$ cat config.mk
export PLATFORM = sky130hd
export DESIGN_NAME = fb_write_arbiter
export DESIGN_NICKNAME = d
export VERILOG_FILES = /design/src/rtl/fb_write_arbiter.sv
export SDC_FILE = /design/constraint.sdc
export NUM_CORES = 1
export LEC_CHECK = 0
export ABC_AREA = 1
export BUFFER_PORTS_ARGS = -buffer_cell sky130_fd_sc_hd__buf_4
export CELL_PAD_IN_SITES_DETAIL_PLACEMENT = 1
export CELL_PAD_IN_SITES_GLOBAL_PLACEMENT = 1
export CORE_MARGIN = 4
export CORE_UTILIZATION = 34
export DETAILED_ROUTE_END_ITERATION = 10
export GPL_TIMING_DRIVEN = 0
export PLACE_DENSITY_LB_ADDON = 0.1
export SLEW_MARGIN = 40
export SYNTH_ARGS = -nofsm -noshare
export SYNTH_HDL_FRONTEND = slang
export SYNTH_SLANG_ARGS = --single-unit
$ cat constraint.sdc
create_clock -name Clk -period 4.6 [get_ports Clk]
set_clock_uncertainty 0.05 [all_clocks]
set_input_delay 0.46 -clock Clk [delete_from_list [all_inputs] [get_ports Clk]]
set_output_delay 0.46 -clock Clk [all_outputs]
set_load 0.01 [all_outputs]
$ cat src/rtl/fb_write_arbiter.sv
`default_nettype none
// ============================================================================
// Module   : fb_write_arbiter
// Purpose  : Shares the single frame-buffer write port between N_REQ burst
//            writers using a burst-locked round-robin grant, and includes a
//            clear engine that fills a region with a constant value. The
//            clear engine takes priority over all requesters. Exactly one
//            registered write per cycle goes to the frame buffer.
// Ports    : Clk, Reset        - clock, synchronous active-high reset
//            req_valid/last    - per-requester beat valid / final beat
//            req_addr/data     - packed, requester i at [i*W +: W]
//            req_ready         - one-hot (or zero) beat accept
//            clear_start       - one-cycle clear request pulse
//            clear_busy        - clear pending or running
//            vblank            - vertical blanking (gating option only)
//            fb_addr/data/we   - registered frame-buffer write port
//            grant_id          - current grant holder index (valid in GRANT)
// Options  : FB_VBLANK_GATE_EN - when defined, IDLE starts a grant or a
//            clear only while vblank=1.
// Revision : 1.0 - initial release
// ============================================================================
module fb_write_arbiter #(
  parameter int                N_REQ       = 4,
  parameter int                ADDR_W      = 20,
  parameter int                DATA_W      = 16,
  parameter int                MAX_BURST   = 64,
  parameter logic [ADDR_W-1:0] CLEAR_BASE  = '0,
  parameter int                CLEAR_LEN   = 153600,
  parameter logic [DATA_W-1:0] CLEAR_VALUE = '0
) (
  input  logic                    Clk,
  input  logic                    Reset,
  input  logic [N_REQ-1:0]        req_valid,
  input  logic [N_REQ-1:0]        req_last,
  input  logic [N_REQ*ADDR_W-1:0] req_addr,
  input  logic [N_REQ*DATA_W-1:0] req_data,
  output logic [N_REQ-1:0]        req_ready,
  input  logic                    clear_start,
  output logic                    clear_busy,
  input  logic                    vblank,
  output logic [ADDR_W-1:0]       fb_addr,
  output logic [DATA_W-1:0]       fb_data,
  output logic                    fb_we,
  output logic [2:0]              grant_id
);

  localparam int c_IW = (N_REQ > 1) ? $clog2(N_REQ) : 1;
  localparam int c_BW = (MAX_BURST > 1) ? $clog2(MAX_BURST) : 1;
  localparam logic [c_BW-1:0]   c_BEAT_LAST  = c_BW'(MAX_BURST - 1);
  localparam logic [ADDR_W-1:0] c_CLEAR_LAST = CLEAR_BASE + ADDR_W'(CLEAR_LEN - 1);

  localparam logic [1:0] c_ST_IDLE  = 2'd0;
  localparam logic [1:0] c_ST_GRANT = 2'd1;
  localparam logic [1:0] c_ST_CLEAR = 2'd2;

  logic [1:0]        r_state;
  logic [1:0]        w_state_nxt;
  logic [c_IW-1:0]   r_rr_ptr;
  logic [c_IW-1:0]   r_grant;
  logic [c_BW-1:0]   r_beat_cnt;
  logic [ADDR_W-1:0] r_addr_cnt;
  logic              r_clear_pending;

  logic              w_gate_ok;
  logic              w_found;
  logic [c_IW-1:0]   w_pick;
  logic              w_beat;
  logic              w_release;
  logic              w_clear_done;
  logic [c_IW-1:0]   w_rr_next;

  logic [ADDR_W-1:0] w_addr_arr [N_REQ];
  logic [DATA_W-1:0] w_data_arr [N_REQ];

  generate
    for (genvar gi = 0; gi < N_REQ; gi++) begin : g_unpack
      assign w_addr_arr[gi] = req_addr[gi*ADDR_W +: ADDR_W];
      assign w_data_arr[gi] = req_data[gi*DATA_W +: DATA_W];
    end
  endgenerate

`ifdef FB_VBLANK_GATE_EN
  assign w_gate_ok = vblank;
`else
  // vblank has no influence on arbitration in this build.
  assign w_gate_ok = vblank | 1'b1;
`endif

  // Round-robin pick: scan downward so the lowest offset from r_rr_ptr wins.
  always_comb begin
    w_found = 1'b0;
    w_pick  = '0;
    for (int k = N_REQ - 1; k >= 0; k--) begin
      if (req_valid[c_IW'((int'(r_rr_ptr) + k) % N_REQ)]) begin
        w_found = 1'b1;
        w_pick  = c_IW'((int'(r_rr_ptr) + k) % N_REQ);
      end
    end
  end

  // req_ready[g] is always 1 in GRANT, so valid alone qualifies a beat.
  assign w_beat       = (r_state == c_ST_GRANT) && req_valid[r_grant];
  assign w_release    = w_beat && (req_last[r_grant] || (r_beat_cnt == c_BEAT_LAST));
  assign w_clear_done = (r_state == c_ST_CLEAR) && (r_addr_cnt == c_CLEAR_LAST);
  assign w_rr_next    = c_IW'((int'(r_grant) + 1) % N_REQ);

  // State register
  always_ff @(posedge Clk) begin
    if (Reset) r_state <= c_ST_IDLE;
    else       r_state <= w_state_nxt;
  end

  // Next-state logic
  always_comb begin
    w_state_nxt = r_state;
    case (r_state)
      c_ST_IDLE: begin
        if (w_gate_ok) begin
          if (r_clear_pending) w_state_nxt = c_ST_CLEAR;
          else if (w_found)    w_state_nxt = c_ST_GRANT;
        end
      end
      c_ST_GRANT: if (w_release)    w_state_nxt = c_ST_IDLE;
      c_ST_CLEAR: if (w_clear_done) w_state_nxt = c_ST_IDLE;
      default:                      w_state_nxt = c_ST_IDLE;
    endcase
  end

  // Output logic
  always_comb begin
    req_ready = '0;
    if (r_state == c_ST_GRANT) req_ready[r_grant] = 1'b1;
    clear_busy = r_clear_pending | (r_state == c_ST_CLEAR);
  end

  assign grant_id = 3'(r_grant);

  // Datapath registers
  always_ff @(posedge Clk) begin
    if (Reset) begin
      r_rr_ptr        <= '0;
      r_grant         <= '0;
      r_beat_cnt      <= '0;
      r_addr_cnt      <= '0;
      r_clear_pending <= 1'b0;
      fb_we           <= 1'b0;
      fb_addr         <= '0;
      fb_data         <= '0;
    end else begin
      fb_we <= 1'b0;
      case (r_state)
        c_ST_IDLE: begin
          if (w_gate_ok && r_clear_pending) begin
            r_addr_cnt <= CLEAR_BASE;
          end else if (w_gate_ok && w_found) begin
            r_grant    <= w_pick;
            r_beat_cnt <= '0;
          end
        end
        c_ST_GRANT: begin
          if (w_beat) begin
            fb_we      <= 1'b1;
            fb_addr    <= w_addr_arr[r_grant];
            fb_data    <= w_data_arr[r_grant];
            r_beat_cnt <= r_beat_cnt + 1'b1;
          end
          if (w_release) r_rr_ptr <= w_rr_next;
        end
        c_ST_CLEAR: begin
          fb_we      <= 1'b1;
          fb_addr    <= r_addr_cnt;
          fb_data    <= CLEAR_VALUE;
          r_addr_cnt <= r_addr_cnt + 1'b1;
        end
        default: ;
      endcase

      // Pending is consumed on CLEAR entry; pulses during CLEAR are dropped,
      // pulses while already pending collapse into the one pending clear.
      if ((r_state == c_ST_IDLE) && w_gate_ok && r_clear_pending)
        r_clear_pending <= 1'b0;
      else if (clear_start && (r_state != c_ST_CLEAR))
        r_clear_pending <= 1'b1;
    end
  end

endmodule
`default_nettype wire
==> flow_summary.json <==
{
  "yosysSeqAreaShare_pct": 31.1,
  "synthMuxAreaShare_pct": 0,
  "peakVddDrop_mv": 0.196,
  "synth_area_mm2": 0.00450,
  "dr.pass1.iters": 5,
  "worstReg2RegStart": "r_grant[1]$_SDFFE_PP0P_",
  "synth_top_area_share_pct": 31.1,
  "grt_max_degree": 14,
  "hold_class": "input port to flop",
  "finalSetupTns_ps": 0,
  "multi_input_area_mm2": 0.00270,
  "synth-async-reset-ratio_pct": 0,
  "finalCriticalPeriod_ps": 2490,
  "path_max_fanout": 10,
  "cap_violations": 0,
  "worstMarginPinSlew_ps": 624,
  "core_mm2": 0.0128,
  "layout_commonest_cell": "buf_4",
  "nets": 1089,
  "grt_pass1_vias": 5879,
  "synth-compound-area-share_pct": 25.3,
  "ys_types": 40,
  "die_w_um": 123,
  "synth-seq-cells": 70,
  "finalHoldViolations": 0,
  "reg2reg_slack_ps": 2590,
  "synthFlopType": "dfxtp_1",
  "cts_setup_buffers": 0,
  "insertedDiodeCount": 0,
  "rsz0062_at_grt": "false",
  "die_h_um": 123,
  "final_cell_mix": "buf_4 (201), nand2_1 (161), nor2_1 (113)",
  "postSynthAreaPerCell_um2": 6.29,
  "yosysTopAreaCell": "dfxtp_1",
  "cts_resized": 0,
  "drt_iter0_markers": 322,
  "slew_headroom_pct": 58.4,
  "cts_tree": "built",
  "clock_latency_ps": 330,
  "cts_hold_buffers": 0,
  "h-tree-depth": 3,
  "clockRootBuffer": "clkbuf_16",
  "path_cells": "inv_1, ha_1, inv_2, clkbuf_1, nand2_1, buf_4",
  "required_ps": 4090,
  "rows": 41,
  "power.density_mw_per_mm2": 513,
  "cp-end-kind": "output port",
  "dieArea_mm2": 0.0151,
  "p_leak_nw": 2.96,
  "crit_start": "r_state[0]$_SDFFE_PP0P_",
  "clock_path_buffers": 2,
  "dpl.hpwl_um": 16600,
  "synth_fa_ha_area_share_pct": 2.50,
  "yosys.area_share.simple_pct": 30.3,
  "period_share_pct": 54.1,
  "initial_utilization_pct": 35.2,
  "fmax_mhz": 402,
  "clkSlewWorstSetupHoldPaths_ps": 60,
  "r2r_end": "fb_data[13]$_SDFFE_PP0P_",
  "drive_gt1_share_pct": 28.7,
  "wl_per_cell_um": 18.7,
  "drv_slew": 0,
  "crit_slowest_cell": "clkbuf_1",
  "final-setup-viol-count": 0,
  "path_class": "flop to output port",
  "seq_area_mm2": 0.00140,
  "antenna_found_initial": 0,
  "numPortBuffers": 197,
  "outcome": "completed",
  "gp_congestion": 0.872,
  "cp-endpoint": "clear_busy",
  "arrival_ps": 1980,
  "synth_top_family_by_area": "simple AND/OR/NAND/NOR gates",
  "ys_warn_count": 0,
  "vias": 5720,
  "synth-edff-count": 0,
  "synth_xor_area_share_pct": 1.75,
  "holdWs_ps": 343,
  "max_stage_delay_ps": 440,
  "vias_per_cell": 5.20,
  "postRouteWirelength_um": 20600,
  "synth_nets": 881,
  "n_fill_cell": 1714,
  "syn_inst": 716,
  "grt_usage_pct": 26.1,
  "synth_area_leaders": "dfxtp_1 (31%), nand2_1 (13%), o21ai_0 (12%)",
  "grt_pass1_wl_um": 31100,
  "ioPinCount": 201,
  "cts_buffers": 9,
  "area_growth_pct": 44.8,
  "grt_overflow_total": 0,
  "final_antenna_net_count": 0,
  "cts.sinks": 70,
  "ff2ff_path_depth": 6,
  "critPathLaunchType": "flop",
  "drc_errors": 0
}
-- final cells by class --
| cell class | count | share of cell area (%) |
|---|---|---|
| multi-input cells | 552 | 41.4 |
| repair buffers | 197 | 22.7 |
| flip-flops and latches | 70 | 21.5 |
| clock buffers | 10 | 3.51 |
| well taps | 172 | 3.30 |
| plain buffers | 44 | 3.28 |
| inverters | 50 | 2.88 |
| clock inverters | 6 | 1.44 |
-- registers in the layout (all words and copies together) (netlist names) --
| name | count |
|---|---|
| r_rr_ptr | 2 |
| r_state | 2 |
| fb_addr | 20 |
| r_grant | 2 |
| r_beat_cnt | 6 |
| r_addr_cnt | 20 |
| fb_data | 16 |
| r_clear_pending | 1 |
| fb_we | 1 |
-- through the flow --
stage                     setup WS (ps)  cells  utilization (%)  area, µm²  power (mW)
after CTS                          2060   1101             51.0       6520        3.35
final                              2110   1101             51.0       6520        3.34
after floorplan                    2890    716                -       4500        1.87
after detailed placement           2420   1085             48.5       6190        2.58
after global placement             2500   1085             48.5       6190        2.50
after global routing               1950   1101             51.0       6520        3.58
-- layer usage --
| metal | wire [µm] | share of wire [%] | GRT usage [%] |
|---|---|---|---|
| met1 | 8720 | 42 | 32.2 |
| met3 | 1220 | 5.9 | 5.12 |
| met2 | 10300 | 50 | 46.9 |
| met5 | 0 | 0 | 0 |
| met4 | 419 | 2.0 | 6.23 |
-- how the worst min path moves through the flow --
stage / startpoint / endpoint / depth (start not counted)
after floorplan: r_addr_cnt[18]$_SDFFE_PP0P_ / fb_addr[18]$_SDFFE_PP0P_ / 2
after global placement: fb_data[11]$_SDFFE_PP0P_ / fb_data[11]$_SDFFE_PP0P_ / 2
after detailed placement: fb_data[13]$_SDFFE_PP0P_ / fb_data[13]$_SDFFE_PP0P_ / 2
after CTS: Reset / r_beat_cnt[3]$_SDFFE_PP0P_ / 2
after global routing: clear_start / r_clear_pending$_SDFFE_PP0P_ / 3
final: clear_start / r_clear_pending$_SDFFE_PP0P_ / 3
-- cells in the mapped netlist (2+ instances only) --
cell        n
nand2_1   161
nor2_1    113
o21ai_0   104
dfxtp_1    70
inv_1      47
o22ai_1    35
a21oi_1    31
nand3_1    27
buf_2      20
a31oi_1    19
clkbuf_1   16
ha_1        9
xor2_1      8
nand2_2     6
nor2_2      6
a21oi_2     4
buf_4       4
o21ai_2     4
inv_2       3
nor3_1      3
buf_1       2
nand3_2     2
nand4_1     2
nor3b_1     2
o21ai_1     2
o21bai_1    2
-- cells by family after synthesis --
group	after synthesis
AND/OR/NAND/NOR	328
AO/OA/AOI/OAI	205
other	1
XOR/XNOR	9
adder cells (fa/ha/maj)	9
buffers and inverters	94
flip-flops	70
-- worst max-delay path, delay by kind of cell (launching register included) --
kind	cells	cell delay, ps
adders and majority gates	1	320
buffers and inverters	4	870
DFF	1	340
and+or+nand+nor	1	110
-- power breakdown --
group | switching, mW | leakage [nW] | internal, mW
clock network | 0.276 | 0.154 | 0.480
registers | 0.0875 | 0.570 | 0.716
logic | 1.15 | 2.24 | 0.637
(Power assumes the default switching activity.)
